$ cat src/rtl/adder_seq_ctrl.sv
// Nibble-serial add/subtract sequencer driving one shared external 4-bit adder slice.
// Optional signed-overflow output out_ovf is built when ADD_SEQ_OVF_EN is defined.
module adder_seq_ctrl #(
    parameter int NIBBLES = 4
) (
    input  logic                   clk,
    input  logic                   rst,
    input  logic                   in_valid,
    output logic                   in_ready,
    input  logic [4*NIBBLES-1:0]   in_a,
    input  logic [4*NIBBLES-1:0]   in_b,
    input  logic                   in_sub,
    output logic                   out_valid,
    input  logic                   out_ready,
    output logic [4*NIBBLES-1:0]   out_sum,
    output logic                   out_cout,
    output logic                   out_zero,
`ifdef ADD_SEQ_OVF_EN
    output logic                   out_ovf,
`endif
    output logic [3:0]             ADD_A,
    output logic [3:0]             ADD_B,
    output logic                   ADD_CIN,
    input  logic [3:0]             ADD_SUM,
    input  logic                   ADD_COUT,
    output logic [1:0]             dbg_state
);

    localparam int W  = 4 * NIBBLES;
    localparam int KW = $clog2(NIBBLES);
    localparam logic [KW-1:0] K_LAST = KW'(NIBBLES - 1);

    // Handshake rules: a transfer happens on a rising edge where valid && ready.
    // in_ready is high only in IDLE, out_valid only in DONE; the result is held
    // unchanged in DONE until out_ready is seen.
    typedef enum logic [1:0] {
        IDLE = 2'd0,
        RUN  = 2'd1,
        DONE = 2'd2
    } state_t;

    state_t         state_q, state_n;
    logic [W-1:0]   a_q, b_q, sum_q, sum_next;
    logic           sub_q, carry_q, zero_q;
    logic [KW-1:0]  k_q;
    logic           last_nibble;

    assign in_ready    = (state_q == IDLE);
    assign out_valid   = (state_q == DONE);
    assign out_sum     = sum_q;
    assign out_cout    = carry_q;
    assign out_zero    = zero_q;
    assign dbg_state   = state_q;
    assign last_nibble = (k_q == K_LAST);

    always_comb begin
        state_n  = state_q;
        ADD_A    = 4'd0;
        ADD_B    = 4'd0;
        ADD_CIN  = 1'b0;
        sum_next = sum_q;
        case (state_q)
            IDLE: begin
                if (in_valid) state_n = RUN;
            end
            RUN: begin
                ADD_A    = a_q[4*k_q +: 4];
                ADD_B    = b_q[4*k_q +: 4];
                // First nibble takes the +1 of two's complement for subtract.
                ADD_CIN  = (k_q == '0) ? sub_q : carry_q;
                sum_next[4*k_q +: 4] = ADD_SUM;
                if (last_nibble) state_n = DONE;
            end
            DONE: begin
                if (out_ready) state_n = IDLE;
            end
            default: state_n = IDLE;
        endcase
    end

    always_ff @(posedge clk) begin
        if (rst) begin
            state_q <= IDLE;
            a_q     <= '0;
            b_q     <= '0;
            sub_q   <= 1'b0;
            sum_q   <= '0;
            carry_q <= 1'b0;
            zero_q  <= 1'b0;
            k_q     <= '0;
        end else begin
            state_q <= state_n;
            case (state_q)
                IDLE: begin
                    if (in_valid) begin
                        a_q     <= in_a;
                        b_q     <= in_b ^ {W{in_sub}};
                        sub_q   <= in_sub;
                        carry_q <= 1'b0;
                        zero_q  <= 1'b0;
                        k_q     <= '0;
                    end
                end
                RUN: begin
                    sum_q   <= sum_next;
                    carry_q <= ADD_COUT;
                    if (last_nibble) begin
                        zero_q <= (sum_next == '0);
                        k_q    <= '0;
                    end else begin
                        k_q <= k_q + 1'b1;
                    end
                end
                default: ;
            endcase
        end
    end

`ifdef ADD_SEQ_OVF_EN
    logic ovf_q;
    assign out_ovf = ovf_q;

    // Same-sign operands producing a differently-signed result.
    always_ff @(posedge clk) begin
        if (rst) begin
            ovf_q <= 1'b0;
        end else if (state_q == IDLE && in_valid) begin
            ovf_q <= 1'b0;
        end else if (state_q == RUN && last_nibble) begin
            ovf_q <= (a_q[W-1] == b_q[W-1]) && (ADD_SUM[3] != a_q[W-1]);
        end
    end
`endif

endmodule

$ cat config.mk
export PLATFORM = sky130hd
export DESIGN_NAME = adder_seq_ctrl
export DESIGN_NICKNAME = d
export VERILOG_FILES = /design/src/rtl/adder_seq_ctrl.sv
export SDC_FILE = /design/constraint.sdc
export NUM_CORES = 1
export LEC_CHECK = 0
export CORE_MARGIN = 2
export CORE_UTILIZATION = 43
export CTS_CLUSTER_SIZE = 16
export DETAILED_ROUTE_END_ITERATION = 16
export PLACE_DENSITY = 0.85
export SETUP_SLACK_MARGIN = 0.05
export SLEW_MARGIN = 20
export SYNTH_ARGS = -nofsm -noshare
export SYNTH_HDL_FRONTEND = slang
export SYNTH_SLANG_ARGS = --single-unit
$ cat constraint.sdc
create_clock -name clk -period 2 [get_ports clk]
set_input_delay 0.2 -clock clk [delete_from_list [all_inputs] [get_ports clk]]
set_output_delay 0.2 -clock clk [all_outputs]
set_load 0.05 [all_outputs]
Yosys cells after proc, flatten, opt, wreduce, memory -nomap -nowiden
Cells that the tools add are included.
{"block": "word_totals", "latchBits": 0, "rom_bits": 0, "out_inout_bits": 31, "wordCells": 46, "ram_bits": 0, "reg_bits": 55, "n_memories": 0, "input_bits": 42}
{"block": "op_classes", "mux": 17, "div_mod_pow": 0, "shifts": 4, "reduce_logical": 8, "magnitude_cmp": 0, "multipliers": 0, "n_eq_ne": 6, "n_addsub": 2, "n_bitwise": 1}
{"operator": "negation 4 -> 34 bit", "count": 1}
{"operator": "variable shift 4 x 34 -> 16 bit (first input constant)", "count": 1}
{"operator": "indexed part select 4 x 34 -> 16 bit", "count": 1}
{"operator": "indexed part select 16 x 5 -> 4 bit", "count": 2}
{"operator": "bitwise mux 16 bit", "count": 1}
{"operator": "logical NOT 16 bit", "count": 1}
{"operator": "2-to-1 mux 16 bit", "count": 1}
{"operator": "XOR 16 bit", "count": 1}
{"operator": "2-to-1 mux 2 bit", "count": 5}
{"operator": "2-to-1 mux 4 bit", "count": 2}
{"operator": "one-hot mux 2 bit (3 select lines)", "count": 1}
{"operator": "AND reduction 3 bit", "count": 2}
{"operator": "equality test 2 bit (second input constant)", "count": 2}
{"operator": "logical NOT 2 bit", "count": 2}
{"operator": "2-to-1 mux 1 bit", "count": 4}
{"operator": "!= test 2 bit (second input constant)", "count": 2}
{"operator": "one-hot mux 1 bit (2 select lines)", "count": 2}
{"operator": "one-hot mux 2 bit (2 select lines)", "count": 1}
{"operator": "AND reduction 2 bit", "count": 2}
{"operator": "adder 2 x 1 -> 2 bit (second input constant)", "count": 1}
{"operator": "equality test 2 x 1 -> 1 bit (second input constant)", "count": 1}
{"operator": "!= test 2 x 1 -> 1 bit (second input constant)", "count": 1}
{"operator": "nonzero test 2 bit", "count": 1}

Depth between registers and ports, before layout
{"block": "logic_depth", "ltp_word": 7, "ltp_mapped": 9, "ltp_nobuf": 7}

Worst setup path after synthesis
No wires, ideal clock.
{"block": "synth_path", "kind": "register to register", "start": "reg state_q[0] (netlist: dbg_state[0])", "end": "reg b_q[0]", "synth_period_minus_slack_ns": 2.173, "path_buffers": 2, "path_stages_with_launch": 7, "arrival_ns": 2.087, "setup_ns": 0.086, "required_ns": 1.914, "path_slack_ns": -0.173, "cell_sequence": "dfxtp_1 -> nor2_1 -> and2_1 -> buf_2 -> buf_2 -> nor2_1 -> a211oi_1"}
{"block": "synth_between", "elab_chain_cells": 2}
{"item": "from (decl)", "line_no": "42", "text": "state_t state_q, state_n;"}
{"item": "from (signal assigned)", "line_no": "92", "text": "state_q <= state_n;"}
{"item": "logical NOT 2 bit"}
{"item": "net in_ready", "line_no": "9", "text": "output logic in_ready,"}
{"item": "AND reduction 2 bit (no line)"}
{"item": "to (signal assigned)", "line_no": "97", "text": "b_q <= in_b ^ {W{in_sub}};"}
{"item": "to (decl)", "line_no": "43", "text": "logic [W-1:0] a_q, b_q, sum_q, sum_next;"}
The timed path passes the listed nets, and every way through them passes these cells.
A chain may end at the register's enable or synchronous reset.

Final worst setup path
{"block": "layout_path", "start": "reg k_q[0]", "end": "out ADD_B[0]"}
{"block": "layout_between", "elab_chain_cells": 2}
{"item": "from (decl)", "line_no": "45", "text": "logic [KW-1:0] k_q;"}
{"item": "from (signal assigned)", "line_no": "111", "text": "k_q <= k_q + 1'b1;"}
{"item": "indexed part select 16 x 5 -> 4 bit", "line_no": "68", "text": "ADD_B = b_q[4*k_q +: 4];"}
{"item": "2-to-1 mux 4 bit", "line_no": "62", "text": "case (state_q)"}
{"item": "to (decl)", "line_no": "22", "text": "output logic [3:0] ADD_B,"}
Every way passes these cells.

==> reports/qor.yml <==
run_status:
  status: "finished clean"
power_and_ir_drop:
  leakage_nw: 1.32
  pwr_density_cell_nw_per_um2: 660
  ir_worst_vdd_uv: 477
  power.total_mw: 2.32
  power.internal_mw: 1.70
  p_seq_frac: 0.513
  switchingPower_uw: 619
  p_clk_frac: 0.278
  p_sw_frac: 0.266
  pwr-share-comb: 0.208
synth:
  ys_seq_elements: 55
  yosys_warnings: 0
  yosysTopAreaCellShare: 0.420
  syn_area_um2: 2620
  syn_avg_cell_area_um2: 9.14
  yosys.cell_types.count: 42
  synth_area_leader_cell: "dfxtp_1"
  synth_area_leaders: "dfxtp_1 42%, mux4_2 6.9%, nor2_1 5.9%"
  syn_nets: 335
  syn_inst: 287
  synth-seq-area-share: 0.420
timing:
  tightestPinTransition_ns: 0.666
  min_period_ns: 1.87
  setup_violations: 0
  hold-worst-slack_ns: 0.303
  max-slew-margin-rel: 0.555
  hold_violations: 0
  setup_ws_ns: 0.135
  fmax_mhz: 536
  maxSlewViolCount: 0
  fin_tns_setup_ns: 0
  finalClockSkew_ns: 0.00726
  rsz0062_at_grt: "false"
  finalCritPeriodShare: 0.933
critical_path:
  startpoint_type: "register"
  crit_type: "register to output port"
  cp.required_ns: 1.80
  end_kind: "output port"
  arrival_ns: 1.67
  reg2reg_depth: 7
  worst-path-max-fanout: 8
global_route:
  grt_usage: 0.185
  busiest_layer: "met2"
  grt_first_pass_wirelength_mm: 9.57
  met1_usage: 0.229
  grt_pass1_vias: 2170
  use_met2: 0.318
  grt_max_degree: 45
  antenna_found_initial: 0
  overflow: 0
  grtUsageMet3: 0.0467
min_path:
  min_path_type: "input pin to register"
  min_path_cells: 2
floorplan:
  die_width_um: 82.1
  core_area_um2: 5920
  ios: 73
  die-area_um2: 6740
  start_util: 0.443
  die_h_um: 82.1
  num_rows: 28
drt:
  remaining_drc_errors: 0
  via_per_inst: 5.28
  wl_mm: 5.97
  wl_per_cell_um: 13.9
  first_pass_iters: 4
  ant_nets: 0
  vias: 2266
  dr.first_iter.drc_count: 93
place:
  dpl.hpwl_mm: 4.49
  post-place-cells: 421
  portBuffers: 72
  routabilityCongestion: 0.911
  pre_cts_slack_ns: 0.162
  postPlaceCellArea_um2: 3410
clock_tree:
  cts_root_buf: "clkbuf_8"
  clock_latency_ns: 0.30
  cts_tree: "yes"
  cts.sinks: 55
  h-tree-depth: 2
  cts_made_buffers: 5
  clk_pin_slew_ns: 0.09
  clk_path_buf_depth: 2
layout:
  layout_commonest_cell: "clkdlybuf4s50_1"
  num-nets-final: 401
  utilization: 0.594
  stdcell_count: 429
  layout_common_cells: "59 x clkdlybuf4s50_1, 54 x dfxtp_1, 40 x nand2_1"
  fill_cells: 528
  layout-drive-gt1-share: 0.136
  area_delta_synth_final_pct: 34.2
  diodes: 0
  final_cell_area_um2: 3520
run:
  drv_cap: 0
==> power by group through the flow <==
| stage | Combinational (mW) | Clock, mW | Sequential (mW) |
|---|---|---|---|
| final | 0.484 | 0.646 | 1.19 |
| after global routing | 0.525 | 0.710 | 1.20 |
| after CTS | 0.488 | 0.671 | 1.19 |
| after detailed placement | 0.487 | 0 | 1.22 |
| after global placement | 0.477 | 0 | 1.21 |
| after floorplan | 0.288 | 0 | 1.23 |
==> synthesized netlist by cell type <==
| cell type | number |
|---|---|
| a31oi_1 | 1 |
| o31ai_1 | 2 |
| a22oi_1 | 16 |
| dfxtp_1 | 55 |
| and4_1 | 1 |
| and3_1 | 1 |
| a21oi_1 | 22 |
| mux4_2 | 8 |
| ha_1 | 6 |
| or3_1 | 1 |
| o41ai_1 | 1 |
| nand3_1 | 2 |
| nor2b_1 | 1 |
| xnor2_1 | 16 |
| nand4b_1 | 1 |
| or2_2 | 1 |
| nor4_4 | 1 |
| o21ai_0 | 2 |
| clkbuf_1 | 11 |
| a2111oi_4 | 1 |
| nand2b_1 | 2 |
| nand3b_4 | 1 |
| buf_2 | 10 |
| nor2_1 | 41 |
| inv_1 | 2 |
| and2b_4 | 1 |
| o21ai_1 | 1 |
| mux2i_1 | 1 |
| nand3b_2 | 1 |
| a211oi_1 | 16 |
| or2b_1 | 1 |
| and2_1 | 9 |
| and4b_1 | 1 |
| nand2_1 | 40 |
| and2b_2 | 1 |
| nand4_1 | 1 |
| a221oi_1 | 1 |
| nand3b_1 | 2 |
| nor3b_1 | 1 |
| nor3_1 | 2 |
| o221ai_1 | 1 |
| nor4b_4 | 1 |
==> worst max-delay path: stages (launching register included) <==
cell	delay (ns)
dfxtp_4	0.37
buf_6	0.14
mux4_2	0.49
and2_1	0.17
buf_4	0.18
==> area by class of cell <==
| cell class | count | area (um2) | area share |
|---|---|---|---|
| flip-flops and latches | 55 | 1100 | 0.314 |
| repair buffers | 80 | 777 | 0.221 |
| inverters | 2 | 7.51 | 0.00213 |
| multi-input cells | 209 | 1440 | 0.408 |
| well taps | 75 | 93.8 | 0.0267 |
| clock buffers | 8 | 100 | 0.0284 |
==> worst paths after layout <==
check                      startpoint                  endpoint  slack (ns)
hold reg to reg   a_q[8]$_SDFFE_PP0P_       a_q[8]$_SDFFE_PP0P_        0.46
setup reg to reg  k_q[0]$_SDFFE_PP0P_     out_zero$_SDFFE_PP0P_        0.17
hold / removal                    rst  out_sum[10]$_SDFFE_PP0P_        0.30
setup / recovery  k_q[0]$_SDFFE_PP0P_                  ADD_B[0]        0.13
==> cells by family after synthesis <==
kind of cell / after synthesis / share of synthesized area
flops: 55 / 0.420
xor+xnor: 16 / 0.0534
compound gates: 64 / 0.168
simple gates: 114 / 0.220
mux: 9 / 0.0725
fa+ha+maj: 6 / 0.0286
buf+inv: 23 / 0.0377
==> state kept, by name, indices dropped and copies added, names as in the netlist <==
| register | flops |
|---|---|
| k_q | 2 |
| a_q | 16 |
| out_zero | 1 |
| dbg_state | 2 |
| b_q | 16 |
| sub_q | 1 |
| out_sum | 16 |
| out_cout | 1 |
==> layer usage <==
| layer | part of all wire | up-vias | wire [um] |
|---|---|---|---|
| met3 | 0.073 | 6 | 437 |
| met5 | 0 | - | 0 |
| met1 | 0.42 | 1032 | 2490 |
| met2 | 0.50 | 88 | 2990 |
| li1 | - | 1140 | - |
| met4 | 0.0087 | 0 | 52 |
==> repair_timing <==
item                                    in CTS  in global routing
setup buffers                                0                  0
hold buffers                                 0                  0
endpoints found under the setup margin       5                  9
resized for setup                            3                  3
(Power assumes the default switching activity.)
